**config.mk**
```make
export PLATFORM = sky130hd
export DESIGN_NAME = mat_ops_stream
export DESIGN_NICKNAME = d
export VERILOG_FILES = /design/src/rtl/mat_ops_pkg.sv /design/src/rtl/mat_ops_stream_mac.sv /design/src/rtl/mat_ops_stream.sv
export SDC_FILE = /design/constraint.sdc
export NUM_CORES = 2
export LEC_CHECK = 0
export BUFFER_PORTS_ARGS = -buffer_cell sky130_fd_sc_hd__clkbuf_2
export CORE_ASPECT_RATIO = 1.2
export CORE_MARGIN = 2
export CORE_UTILIZATION = 40
export DETAILED_ROUTE_END_ITERATION = 8
export REMOVE_ABC_BUFFERS = 1
export SLEW_MARGIN = 20
export SYNTH_ARGS = -nofsm -noshare
export SYNTH_HDL_FRONTEND = slang
export SYNTH_SLANG_ARGS = --single-unit
```
**constraint.sdc**
```tcl
create_clock -name clk -period 14.75 [get_ports clk]
set_clock_uncertainty 0.2 [all_clocks]
set_input_delay 2.95 -clock clk [delete_from_list [all_inputs] [get_ports clk]]
set_output_delay 2.95 -clock clk [all_outputs]
set_load 0.01 [all_outputs]
```
**src/rtl/mat_ops_pkg.sv**
```systemverilog
// mat_ops_pkg
//   Shared definitions for the streaming matrix operation unit:
//   operation codes, error codes, the controller state encoding and the
//   output-width helpers used by the MAC saturation stage.
//   The helpers take a 64-bit sign-extended value plus the target element
//   width so a single function body serves any DATA_W/ACC_W combination
//   (the caller sign-extends its ACC_W accumulator to 64 bits first).
package mat_ops_pkg;

  // Operation select encoding (op_sel)
  localparam logic [2:0] OP_TRANSPOSE = 3'b000;
  localparam logic [2:0] OP_ADD       = 3'b001;
  localparam logic [2:0] OP_SCALAR    = 3'b010;
  localparam logic [2:0] OP_MUL       = 3'b011;
  localparam logic [2:0] OP_CONV      = 3'b100;
  localparam logic [2:0] OP_SUB       = 3'b101;

  // Error codes reported on error_code
  localparam logic [1:0] ERR_NONE       = 2'b00;
  localparam logic [1:0] ERR_BAD_DIM    = 2'b01;
  localparam logic [1:0] ERR_MISMATCH   = 2'b10;
  localparam logic [1:0] ERR_ILLEGAL_OP = 2'b11;

  // Controller states
  typedef enum logic [2:0] {
    ST_IDLE  = 3'd0,
    ST_CHECK = 3'd1,
    ST_CALC  = 3'd2,
    ST_EMIT  = 3'd3,
    ST_DONE  = 3'd4,
    ST_ERR   = 3'd5
  } state_t;

  // Reduce a wide signed value to the data_w signed range: clamp when sat
  // is set, otherwise keep the low data_w bits (returned sign-extended).
  function automatic logic signed [63:0] clamp_val(input logic signed [63:0] v,
                                                   input int data_w,
                                                   input logic sat);
    logic signed [63:0] hi;
    logic signed [63:0] lo;
    logic signed [63:0] res;
    hi = (64'sd1 <<< (data_w - 1)) - 64'sd1;
    lo = -hi - 64'sd1;
    if (sat) begin
      if (v > hi) begin
        res = hi;
      end else if (v < lo) begin
        res = lo;
      end else begin
        res = v;
      end
    end else begin
      res = (v <<< (64 - data_w)) >>> (64 - data_w);
    end
    return res;
  endfunction

  // True when v does not fit the data_w signed range.
  function automatic logic is_ovf(input logic signed [63:0] v, input int data_w);
    logic signed [63:0] hi;
    logic signed [63:0] lo;
    hi = (64'sd1 <<< (data_w - 1)) - 64'sd1;
    lo = -hi - 64'sd1;
    return (v > hi) || (v < lo);
  endfunction

endpackage

```
**src/rtl/mat_ops_stream_mac.sv**
```systemverilog
// mat_mac_sat
//   Signed multiply-accumulate with clear/enable/load and a saturating or
//   wrapping output stage.
//   Ports:
//     clk, rst_n      clock, asynchronous active-low reset
//     clr, en         en accumulates mul_a*mul_b; with clr the old sum is dropped
//     load, load_val  overwrite the accumulator (element-wise ops)
//     mul_a, mul_b    signed DATA_W operands
//     sat_mode        1 = clamp, 0 = wrap
//     sat_data        next accumulator value reduced to DATA_W
//     sat_ovf         next accumulator value lies outside the DATA_W range
//   The output stage looks at the value being written this cycle, so the
//   caller can register the finished element on the same edge that
//   completes the accumulation.
module mat_mac_sat
  import mat_ops_pkg::*;
#(
  parameter int DATA_W = 8,
  parameter int ACC_W  = 2 * DATA_W + 5
) (
  input  logic                     clk,
  input  logic                     rst_n,
  input  logic                     clr,
  input  logic                     en,
  input  logic                     load,
  input  logic signed [ACC_W-1:0]  load_val,
  input  logic signed [DATA_W-1:0] mul_a,
  input  logic signed [DATA_W-1:0] mul_b,
  input  logic                     sat_mode,
  output logic signed [DATA_W-1:0] sat_data,
  output logic                     sat_ovf
);

  logic signed [2*DATA_W-1:0] a_ext;
  logic signed [2*DATA_W-1:0] b_ext;
  logic signed [2*DATA_W-1:0] prod;
  logic signed [ACC_W-1:0]    prod_ext;
  logic signed [ACC_W-1:0]    acc_q;
  logic signed [ACC_W-1:0]    acc_d;
  logic signed [63:0]         acc_wide;

  assign a_ext    = {{DATA_W{mul_a[DATA_W-1]}}, mul_a};
  assign b_ext    = {{DATA_W{mul_b[DATA_W-1]}}, mul_b};
  assign prod     = a_ext * b_ext;
  assign prod_ext = {{(ACC_W-2*DATA_W){prod[2*DATA_W-1]}}, prod};

  // Next accumulator value: load wins, clr restarts the running sum.
  always_comb begin
    acc_d = acc_q;
    if (load) begin
      acc_d = load_val;
    end else if (en) begin
      acc_d = (clr ? '0 : acc_q) + prod_ext;
    end
  end

  always_ff @(posedge clk or negedge rst_n) begin
    if (!rst_n) begin
      acc_q <= '0;
    end else begin
      acc_q <= acc_d;
    end
  end

  assign acc_wide = {{(64-ACC_W){acc_d[ACC_W-1]}}, acc_d};
  assign sat_data = DATA_W'(clamp_val(acc_wide, DATA_W, sat_mode));
  assign sat_ovf  = is_ovf(acc_wide, DATA_W);

endmodule

```
**src/rtl/mat_ops_stream.sv**
```systemverilog
// mat_ops_stream
//   Streaming matrix operation unit. Snapshots two row-major operand
//   matrices on start_op, checks legality, then computes transpose, add,
//   subtract, scalar multiply, matrix multiply or valid 2-D correlation one
//   element at a time and streams the results out over valid/ready.
//   Ports:
//     clk, rst_n                  clock, asynchronous active-low reset
//     start_op, op_sel, sat_mode  request, operation, clamp(1)/wrap(0)
//     matrix_a_flat/_b_flat       operands, element (r,c) at index r*n+c
//     dim_a_m/_n, dim_b_m/_n      operand dimensions
//     scalar_k                    signed scalar for the scalar op
//     res_valid/res_ready         result stream handshake
//     res_data, res_last          element and final-element marker
//     result_m, result_n          result dimensions while busy
//     busy, op_done               activity, one-cycle completion pulse
//     error_flag, error_code      rejected request and reason
//     ovf_flag                    some element of this op was clamped/wrapped
module mat_ops_stream
  import mat_ops_pkg::*;
#(
  parameter int DATA_W  = 8,
  parameter int MAX_DIM = 5,
  parameter int ACC_W   = 2 * DATA_W + 5,
  parameter int DIM_W   = $clog2(MAX_DIM + 1)
) (
  input  logic                              clk,
  input  logic                              rst_n,
  input  logic                              start_op,
  input  logic [2:0]                        op_sel,
  input  logic                              sat_mode,
  input  logic [DATA_W*MAX_DIM*MAX_DIM-1:0] matrix_a_flat,
  input  logic [DATA_W*MAX_DIM*MAX_DIM-1:0] matrix_b_flat,
  input  logic [DIM_W-1:0]                  dim_a_m,
  input  logic [DIM_W-1:0]                  dim_a_n,
  input  logic [DIM_W-1:0]                  dim_b_m,
  input  logic [DIM_W-1:0]                  dim_b_n,
  input  logic signed [DATA_W-1:0]          scalar_k,
  output logic                              res_valid,
  input  logic                              res_ready,
  output logic signed [DATA_W-1:0]          res_data,
  output logic                              res_last,
  output logic [DIM_W-1:0]                  result_m,
  output logic [DIM_W-1:0]                  result_n,
  output logic                              busy,
  output logic                              op_done,
  output logic                              error_flag,
  output logic [1:0]                        error_code,
  output logic                              ovf_flag
);

  localparam int NEL   = MAX_DIM * MAX_DIM;
  localparam int IDX_W = $clog2(NEL + 1);
  localparam logic [DIM_W-1:0] DIM_ONE = {{(DIM_W-1){1'b0}}, 1'b1};
  localparam logic [DIM_W-1:0] DIM_MAX = DIM_W'(MAX_DIM);

  state_t state_q, state_d;

  // Snapshot of the accepted request
  logic [2:0]                        op_q;
  logic                              sat_q;
  logic signed [DATA_W-1:0]          k_q;
  logic [DATA_W*NEL-1:0]             a_q, b_q;
  logic [DIM_W-1:0]                  a_m_q, a_n_q, b_m_q, b_n_q;

  // Element position and inner (multiply) / kernel (conv) counters
  logic [DIM_W-1:0]                  row_q, col_q, kk_q, kr_q, kc_q;

  logic [DIM_W-1:0]                  result_m_q, result_n_q;
  logic signed [DATA_W-1:0]          res_data_q;
  logic                              res_last_q;
  logic [1:0]                        err_code_q;
  logic                              ovf_q;

  logic [1:0]                        chk_code;
  logic [DIM_W-1:0]                  calc_m, calc_n;
  logic                              calc_last;

  logic signed [DATA_W-1:0]          a_el [NEL];
  logic signed [DATA_W-1:0]          b_el [NEL];
  logic [IDX_W-1:0]                  a_idx, b_idx;
  logic [DIM_W-1:0]                  conv_r, conv_c;
  logic signed [DATA_W-1:0]          a_sel, b_sel;

  logic                              mac_clr, mac_en, mac_load;
  logic signed [ACC_W-1:0]           mac_load_val;
  logic signed [DATA_W-1:0]          mac_a, mac_b;
  logic signed [DATA_W-1:0]          mac_sat_data;
  logic                              mac_sat_ovf;

  function automatic logic [IDX_W-1:0] elem_idx(input logic [DIM_W-1:0] r,
                                                input logic [DIM_W-1:0] c,
                                                input logic [DIM_W-1:0] n);
    return IDX_W'(r) * IDX_W'(n) + IDX_W'(c);
  endfunction

  function automatic logic signed [ACC_W-1:0] to_acc(input logic signed [DATA_W-1:0] x);
    return {{(ACC_W-DATA_W){x[DATA_W-1]}}, x};
  endfunction

  function automatic logic dim_ok(input logic [DIM_W-1:0] d);
    return (d != '0) && (d <= DIM_MAX);
  endfunction

  // Unpack the latched operands so elements can be picked by index.
  always_comb begin
    for (int i = 0; i < NEL; i++) begin
      a_el[i] = a_q[i*DATA_W +: DATA_W];
      b_el[i] = b_q[i*DATA_W +: DATA_W];
    end
  end

  // Legality checks in priority order: op code, used dimensions, shape match.
  always_comb begin
    chk_code = ERR_NONE;
    if (op_q > OP_SUB) begin
      chk_code = ERR_ILLEGAL_OP;
    end else if (!dim_ok(a_m_q) || !dim_ok(a_n_q) ||
                 ((op_q != OP_TRANSPOSE) && (op_q != OP_SCALAR) &&
                  (!dim_ok(b_m_q) || !dim_ok(b_n_q)))) begin
      chk_code = ERR_BAD_DIM;
    end else begin
      case (op_q)
        OP_ADD, OP_SUB: if ((a_m_q != b_m_q) || (a_n_q != b_n_q)) chk_code = ERR_MISMATCH;
        OP_MUL:         if (a_n_q != b_m_q) chk_code = ERR_MISMATCH;
        OP_CONV:        if ((b_m_q > a_m_q) || (b_n_q > a_n_q)) chk_code = ERR_MISMATCH;
        default:        chk_code = ERR_NONE;
      endcase
    end
  end

  // Result shape for each operation.
  always_comb begin
    calc_m = a_m_q;
    calc_n = a_n_q;
    case (op_q)
      OP_TRANSPOSE: begin calc_m = a_n_q; calc_n = a_m_q; end
      OP_MUL:       begin calc_m = a_m_q; calc_n = b_n_q; end
      OP_CONV: begin
        calc_m = a_m_q - b_m_q + DIM_ONE;
        calc_n = a_n_q - b_n_q + DIM_ONE;
      end
      default: begin calc_m = a_m_q; calc_n = a_n_q; end
    endcase
  end

  assign conv_r = row_q + kr_q;
  assign conv_c = col_q + kc_q;

  // Operand element addressing for the current output position.
  // Transpose reads A with row/col swapped; conv slides the kernel window.
  always_comb begin
    a_idx = elem_idx(row_q, col_q, a_n_q);
    b_idx = elem_idx(row_q, col_q, b_n_q);
    case (op_q)
      OP_TRANSPOSE: a_idx = elem_idx(col_q, row_q, a_n_q);
      OP_MUL: begin
        a_idx = elem_idx(row_q, kk_q, a_n_q);
        b_idx = elem_idx(kk_q, col_q, b_n_q);
      end
      OP_CONV: begin
        a_idx = elem_idx(conv_r, conv_c, a_n_q);
        b_idx = elem_idx(kr_q, kc_q, b_n_q);
      end
      default: begin
        a_idx = elem_idx(row_q, col_q, a_n_q);
        b_idx = elem_idx(row_q, col_q, b_n_q);
      end
    endcase
  end

  assign a_sel = a_el[a_idx];
  assign b_sel = b_el[b_idx];

  // MAC control. Element-wise ops load their value in one cycle; the
  // scalar op is a single cleared MAC; multiply and conv clear on their
  // first inner step and accumulate until the last one.
  always_comb begin
    mac_clr      = 1'b0;
    mac_en       = 1'b0;
    mac_load     = 1'b0;
    mac_load_val = '0;
    mac_a        = a_sel;
    mac_b        = b_sel;
    calc_last    = 1'b0;
    if (state_q == ST_CALC) begin
      case (op_q)
        OP_TRANSPOSE: begin
          mac_load = 1'b1; mac_load_val = to_acc(a_sel); calc_last = 1'b1;
        end
        OP_ADD: begin
          mac_load = 1'b1; mac_load_val = to_acc(a_sel) + to_acc(b_sel); calc_last = 1'b1;
        end
        OP_SUB: begin
          mac_load = 1'b1; mac_load_val = to_acc(a_sel) - to_acc(b_sel); calc_last = 1'b1;
        end
        OP_SCALAR: begin
          mac_en = 1'b1; mac_clr = 1'b1; mac_b = k_q; calc_last = 1'b1;
        end
        OP_MUL: begin
          mac_en    = 1'b1;
          mac_clr   = (kk_q == '0);
          calc_last = (kk_q == a_n_q - DIM_ONE);
        end
        OP_CONV: begin
          mac_en    = 1'b1;
          mac_clr   = (kr_q == '0) && (kc_q == '0);
          calc_last = (kr_q == b_m_q - DIM_ONE) && (kc_q == b_n_q - DIM_ONE);
        end
        default: calc_last = 1'b1;
      endcase
    end
  end

  mat_mac_sat #(
    .DATA_W (DATA_W),
    .ACC_W  (ACC_W)
  ) u_mac (
    .clk      (clk),
    .rst_n    (rst_n),
    .clr      (mac_clr),
    .en       (mac_en),
    .load     (mac_load),
    .load_val (mac_load_val),
    .mul_a    (mac_a),
    .mul_b    (mac_b),
    .sat_mode (sat_q),
    .sat_data (mac_sat_data),
    .sat_ovf  (mac_sat_ovf)
  );

  always_ff @(posedge clk or negedge rst_n) begin
    if (!rst_n) begin
      state_q <= ST_IDLE;
    end else begin
      state_q <= state_d;
    end
  end

  // Next state and the state-decoded outputs.
  always_comb begin
    state_d    = state_q;
    res_valid  = 1'b0;
    busy       = 1'b1;
    op_done    = 1'b0;
    error_flag = 1'b0;
    case (state_q)
      ST_IDLE: begin
        busy = 1'b0;
        if (start_op) state_d = ST_CHECK;
      end
      ST_CHECK: state_d = (chk_code == ERR_NONE) ? ST_CALC : ST_ERR;
      ST_CALC:  if (calc_last) state_d = ST_EMIT;
      ST_EMIT: begin
        res_valid = 1'b1;
        if (res_ready) state_d = res_last_q ? ST_DONE : ST_CALC;
      end
      ST_DONE: begin
        op_done = 1'b1;
        state_d = ST_IDLE;
      end
      ST_ERR: begin
        op_done    = 1'b1;
        error_flag = 1'b1;
        state_d    = ST_IDLE;
      end
      default: begin
        busy    = 1'b0;
        state_d = ST_IDLE;
      end
    endcase
  end

  // Request snapshot, counters, output register and sticky status.
  always_ff @(posedge clk or negedge rst_n) begin
    if (!rst_n) begin
      op_q       <= '0;
      sat_q      <= 1'b0;
      k_q        <= '0;
      a_q        <= '0;
      b_q        <= '0;
      a_m_q      <= '0;
      a_n_q      <= '0;
      b_m_q      <= '0;
      b_n_q      <= '0;
      row_q      <= '0;
      col_q      <= '0;
      kk_q       <= '0;
      kr_q       <= '0;
      kc_q       <= '0;
      result_m_q <= '0;
      result_n_q <= '0;
      res_data_q <= '0;
      res_last_q <= 1'b0;
      err_code_q <= ERR_NONE;
      ovf_q      <= 1'b0;
    end else begin
      case (state_q)
        ST_IDLE: begin
          if (start_op) begin
            op_q       <= op_sel;
            sat_q      <= sat_mode;
            k_q        <= scalar_k;
            a_q        <= matrix_a_flat;
            b_q        <= matrix_b_flat;
            a_m_q      <= dim_a_m;
            a_n_q      <= dim_a_n;
            b_m_q      <= dim_b_m;
            b_n_q      <= dim_b_n;
            err_code_q <= ERR_NONE;
            ovf_q      <= 1'b0;
          end
        end
        ST_CHECK: begin
          row_q      <= '0;
          col_q      <= '0;
          kk_q       <= '0;
          kr_q       <= '0;
          kc_q       <= '0;
          err_code_q <= chk_code;
          if (chk_code == ERR_NONE) begin
            result_m_q <= calc_m;
            result_n_q <= calc_n;
          end else begin
            result_m_q <= '0;
            result_n_q <= '0;
          end
        end
        ST_CALC: begin
          if (calc_last) begin
            res_data_q <= mac_sat_data;
            res_last_q <= (row_q == result_m_q - DIM_ONE) && (col_q == result_n_q - DIM_ONE);
            ovf_q      <= ovf_q | mac_sat_ovf;
            kk_q       <= '0;
            kr_q       <= '0;
            kc_q       <= '0;
          end else if (op_q == OP_MUL) begin
            kk_q <= kk_q + DIM_ONE;
          end else if (kc_q == b_n_q - DIM_ONE) begin
            kc_q <= '0;
            kr_q <= kr_q + DIM_ONE;
          end else begin
            kc_q <= kc_q + DIM_ONE;
          end
        end
        ST_EMIT: begin
          if (res_ready) begin
            if (col_q == result_n_q - DIM_ONE) begin
              col_q <= '0;
              row_q <= row_q + DIM_ONE;
            end else begin
              col_q <= col_q + DIM_ONE;
            end
          end
        end
        default: begin
        end
      endcase
    end
  end

  assign res_data   = res_data_q;
  assign res_last   = res_last_q;
  assign result_m   = result_m_q;
  assign result_n   = result_n_q;
  assign error_code = err_code_q;
  assign ovf_flag   = ovf_q;

endmodule

```
======== Word level (Yosys, flattened, before mapping) ========
Cells that the tools add are included.
storage, ports and cells
  flip-flop bits (word level) ............. 481
  bits of input ports ..................... 428
  output and inout port bits .............. 22
  word-level logic and storage cells ...... 212
cells by class
  add/subtract/negate cells ............... 26
  $mul .................................... 7
  order comparisons ....................... 11
  eq/ne operators ......................... 26
  mux-type cells .......................... 68
  bitwise logic cells ..................... 3
  reduce and logical (&&, ||, !) cells .... 49
operators with widths
  cell                   number
  $mux W21               4
  $bmux W8 S5            2
  $mux W8                9
  $pmux W21 S3           1
  $mux W3                19
  $pmux W3 S2            6
  $add A5 B3 Y5          7
  $mul A3 B3 Y5          6
  $add A21 B21 Y21       1
  $add A3 B1 Y3 const B  7
  $gt A21 B8 Y1 const B  1
  $lt A21 B8 Y1 const B  1
  $mul A8 B8 Y16         1
  $eq A3 B3 Y1           5
  $logic_not A3 Y1       5
  $pmux W5 S3            1
  $reduce_bool A3 Y1     5
  $sub A3 B1 Y3 const B  5
  $eq A3 B2 Y1 const B   4
  $eq A3 B3 Y1 const B   4
  $ge A6 B6 Y1 const B   2
  $le A3 B3 Y1 const B   4
  $mux W1                12
  $mux W2                6
  other kinds (30)       72

======== Longest topological paths before layout ========
  depth after elaboration ................. 18
  mapped depth ............................ 56

======== By module ========
Synthesis repeated with hierarchy kept, for this count alone.
unflattened totals
  cell total of the unflattened synthesis .. 3461
  area, all modules ....................... 30032.6 um^2
modules (own cells, without submodules)
  module          times used  cells each  area an instance (um^2)  sequential area each (um^2)
  mat_ops_stream  1           2814        24756.2                  11511.0
  mat_mac_sat     1           647         5276.3                   525.5

======== Worst setup path after synthesis ========
OpenSTA, ideal clock, no wires.
  kind .................................... reg-to-reg
  from .................................... reg kr_q[0]
  to ...................................... reg res_data_q[7] (netlist: res_data[7])
  library setup time ...................... 121 ps
  arrival time ............................ 11612 ps
  required time ........................... 14429 ps
  setup slack ............................. 2817 ps
  cell stages (with the launch flop) ...... 49
  buffers on the path ..................... 3
  period minus slack after synthesis ...... 11933 ps
  cells stage by stage .................... dfrtp_1 -> ha_1 -> inv_1 -> fa_1 -> xnor3_1 -> nand2_1 -> fa_1 -> fa_1 -> inv_1 -> ha_1 -> a21o_1 -> a21oi_1 -> xnor3_1 -> and2_1 -> or2_1 -> clkbuf_1 -> buf_2 -> mux2i_1 -> (+13 left out) -> a21o_1 -> a21oi_1 -> o31ai_1 -> a31o_2 -> nor2_1 -> clkbuf_1 -> ha_1 -> a21o_1 -> a31oi_1 -> o311ai_0 -> a211oi_1 -> a21oi_1 -> o31a_1 -> o221ai_1 -> a21oi_2 -> and2_1 -> or2_2 -> a22o_1
on the way
  word-level cells in the longest chain between the ends .. 17
RTL lines
  item                                                       RTL line                  RTL
  start: declaration                                         mat_ops_stream.sv:66      logic [DIM_W-1:0] row_q, col_q, kk_q, kr_q, kc_q;
  start signal: assignment                                   mat_ops_stream.sv:340     kr_q <= kr_q + DIM_ONE;
  branches (longest 12 deep; another with $add A21 B21 Y21)  -
  $mux W21 *                                                 mat_ops_stream_mac.sv:50  if (load) begin
  net u_mac.acc_d[20]                                        mat_ops_stream_mac.sv:39  logic signed [ACC_W-1:0] acc_d;
  $lt A21 B8 Y1                                              mat_ops_pkg.sv:47         end else if (v < lo) begin
  $mux W8                                                    mat_ops_pkg.sv:47
  $mux W8 *                                                  mat_ops_pkg.sv:45         if (v > hi) begin
  $mux W8 *                                                  mat_ops_pkg.sv:44         if (sat) begin
  end signal: assignment                                     mat_ops_stream.sv:330     res_data_q <= mac_sat_data;
  end: declaration                                           mat_ops_stream.sv:69      logic signed [DATA_W-1:0] res_data_q;
Mark *: on every way through the listed nets, which the timed path passes. The select of a mux whose other input is x is not followed.
A chain may end at the register's enable or synchronous reset.

======== Worst setup path after layout ========
  from .................................... reg row_q[0]
  to ...................................... reg res_data_q[5] (netlist: res_data[5])
on the way
  word-level cells in the longest chain between the ends .. 17
RTL lines
  item                                                       RTL line                  RTL
  start: declaration                                         mat_ops_stream.sv:66
  start signal: assignment                                   mat_ops_stream.sv:349     row_q <= row_q + DIM_ONE;
  branches (longest 12 deep; another with $add A21 B21 Y21)  -
  $mux W21 *                                                 mat_ops_stream_mac.sv:50
  $lt A21 B8 Y1                                              mat_ops_pkg.sv:47
  $mux W8                                                    mat_ops_pkg.sv:47
  $mux W8                                                    mat_ops_pkg.sv:45
  $mux W8 *                                                  mat_ops_pkg.sv:44
Every way passes the cells marked *. The select of a mux whose other input is x is not followed.

==> results.yml <==
run_status:
  run_status: "finished, final reports clean"
place:
  gp_congestion: 0.909
  placedCellCount: 4840
  io_buffers: 449
  hpwl_um: 69500
clock_tree:
  tritoncts_num_sinks: 481
  path_clk_slew_ns: 0.06
  cts_tree: "done"
  numCtsBuffers: 53
  clk_latency_ns: 0.63
  clockBufferDepth: 3
  cts_setup_buffers: 0
  cts_hold_buf: 0
  cts_max_level: 2
  cts_root_buffer: "clkbuf_16"
  cts_resized: 0
grt:
  antenna_found_initial: 5
  overflow: 0
  grt_use_total: 0.246
  grt_max_degree: 217
  first_global_vias: 26200
  grt_pass1_wl_um: 148000
synthesis:
  async_flop_share: 1.00
  ys_seq_area_frac: 0.403
  ys_seq_elements: 481
  avgSynthCellArea_um2: 8.46
  synth_area_leaders: "dfrtp_1 40%, nand2_1 18%, ha_1 5.6%"
  yosys.area.top_type: "dfrtp_1"
  dominantRegCellSynth: "dfrtp_1"
  synth-edff-count: 0
  synth_top_area_frac: 0.403
  synthCells: 3534
  yosys_warnings: 0
  syn_area_mm2: 0.0299
  ys_types: 96
worst_setup_path:
  worstSetupPathType: "reg -> reg"
  r2r-start: "row_q[0]"
  path_max_fanout: 14
  r2r-end: "res_data[5]"
  critPathLaunchType: "flop"
  crit_path_frequent_cell: "fa_1"
  crit_required_ns: 15.02
  endpoint_kind: "flop"
  reg2reg_slack_ns: 1.67
  slowest_delay_ns: 0.77
  reg2regPathDepth: 46
  slowest_stage: "a31oi_1"
  critPathArrivalTime_ns: 13.34
min_path:
  min_path_cells: 2
  holdPathEnd: "a_q[161]"
  hp-class: "reg -> reg"
  hp-start: "a_q[161]"
layout:
  seqCellArea_mm2: 0.0120
  areaGrowthSynthToFinish_pct: 16.8
  fill_cells: 7311
  drive_gt1_frac: 0.174
  multi_input_area_mm2: 0.0164
  instances_no_fill: 4936
  final_nets: 4536
detailed_routing:
  drc: 0
  routedWlPerCell_um: 19.1
  via_per_inst: 5.20
  drt_iter0_markers: 1837
  vias: 25700
  ant_nets: 0
  dr.pass1.iters: 5
  routed_wl_um: 94000
floorplanning:
  coreArea_mm2: 0.0738
  initial_core_util: 0.405
  dieHeight_um: 303
  io-pin-count: 450
  die_x_um: 254
  die_area_mm2: 0.0770
  rows: 109
timing:
  fmax_mhz: 76.5
  fin_crit_ns: 13.08
  slew_viol_final: 0
  hold_violations: 0
  tightest_slew_ns: 1.13
  final-setup-viol-count: 0
  min_period_over_period: 0.887
  fin_tns_setup_ns: 0
  rsz0062_at_grt: "false"
  timing.slew.headroom: 0.244
run:
  maxCapViolations: 0
## synthesized netlist by cell type, types with 15 or more instances
library cell,count
mux4_2,41
mux2i_1,93
o21ai_0,114
a21oi_1,93
and2_1,50
nand2_1,1405
o211ai_1,15
a31oi_1,21
ha_1,135
buf_2,17
fa_1,77
nand2b_1,18
nor2_1,136
o22ai_1,25
xnor2_1,63
nand3_1,33
a211oi_1,22
nor3_1,21
o31ai_1,15
xor2_1,33
dfrtp_1,481
clkbuf_1,143
inv_1,197
a21o_1,19
a32oi_1,15
## per-stage QoR
step | worst slack [ns] | hold WS [ns] | cell area, µm² | utilization
finish | 1.67 | 0.267 | 34900 | 0.473
global route | 0.746 | 0.288 | 34900 | 0.473
CTS | 1.69 | 0.274 | 34900 | 0.473
detailed placement | 1.75 | 0.258 | 33000 | 0.448
global placement | 1.94 | 0.251 | 33000 | 0.448
floorplan | 0.908 | 0.237 | 29100 | -
## sequential cells by signal, indices dropped and copies added, names as in the netlist, 3 cells and up
name         cells
kc_q             3
b_q            200
a_q            200
a_m_q            3
result_m         3
state_q          3
res_data         8
op_q             3
kr_q             3
col_q            3
row_q            3
kk_q             3
a_n_q            3
k_q              8
b_m_q            3
u_mac.acc_q     21
result_n         3
b_n_q            3
## worst max-delay path: cells and delay by family (launching register included)
| kind | cells | cell delay [ns] |
|---|---|---|
| buf+inv | 5 | 0.26 |
| simple gates | 7 | 1.72 |
| fa+ha+maj | 11 | 4.67 |
| flops | 1 | 0.62 |
| xor+xnor | 3 | 0.86 |
| compound gates | 20 | 4.59 |
## cells by family after synthesis
family | count (synthesis) | share of synthesized area
adder cells (fa/ha/maj) | 214 | 0.109
multiplexers | 151 | 0.0686
AND/OR/NAND/NOR | 1747 | 0.236
XOR/XNOR | 98 | 0.0296
AO/OA/AOI/OAI | 460 | 0.102
flip-flops | 481 | 0.403
buffers and inverters | 383 | 0.0518
## layout make-up
cell class	count	share of cell area
Antenna cell	1	0.0000717
Clock inverter	22	0.00942
Multi-Input combinational cell	2670	0.469
Timing Repair Buffer	490	0.0752
Clock buffer	73	0.0445
Sequential cell	481	0.345
Inverter	200	0.0215
Tap cell	999	0.0358
## layout by cell type, fill, tap and decap left out, types with 13 or more instances in the layout
cell type and n:
xnor2_1 63, mux2i_1 92, inv_1 197, mux4_2 41, mux2_2 14, and2_1 48
dfrtp_1 481, a21o_1 19, a31oi_1 21, nor3_1 21, o21ai_0 112, a211oi_1 22
o31ai_1 15, fa_1 77, clkbuf_16 54, buf_4 36, nand4_1 13, xor2_1 33
a32oi_1 15, o22ai_1 25, nand2_1 1404, ha_1 135, nand3_1 33, a22oi_1 14
nor2_1 136, a21oi_1 93, clkbuf_8 13, nand2b_1 18, clkbuf_2 448, o211ai_1 15
nor2b_1 14
## worst max-delay path by stage
| stage | from | end | depth (start not counted) | slack (ns) |
|---|---|---|---|---|
| global placement | row_q[0] | res_data[1] | 46 | 1.94 |
| finish | row_q[0] | res_data[5] | 46 | 1.67 |
| floorplan | row_q[0] | res_data[0] | 41 | 0.91 |
| detailed placement | b_n_q[2] | res_data[5] | 48 | 1.75 |
| CTS | b_n_q[2] | res_data[5] | 48 | 1.69 |
| global route | row_q[0] | res_data[0] | 46 | 0.75 |
## metal layers
metal	track usage	wire, µm	vias up
li1	-	-	12300
met1	0.332	41000	12500
met2	0.407	44900	708
met3	0.0356	4840	163
met4	0.0806	3170	10
met5	0	70	-
Power is left out: the tool's default activity adds up to more than one toggle a clock period on the data nets, which glitch-free logic cannot reach.
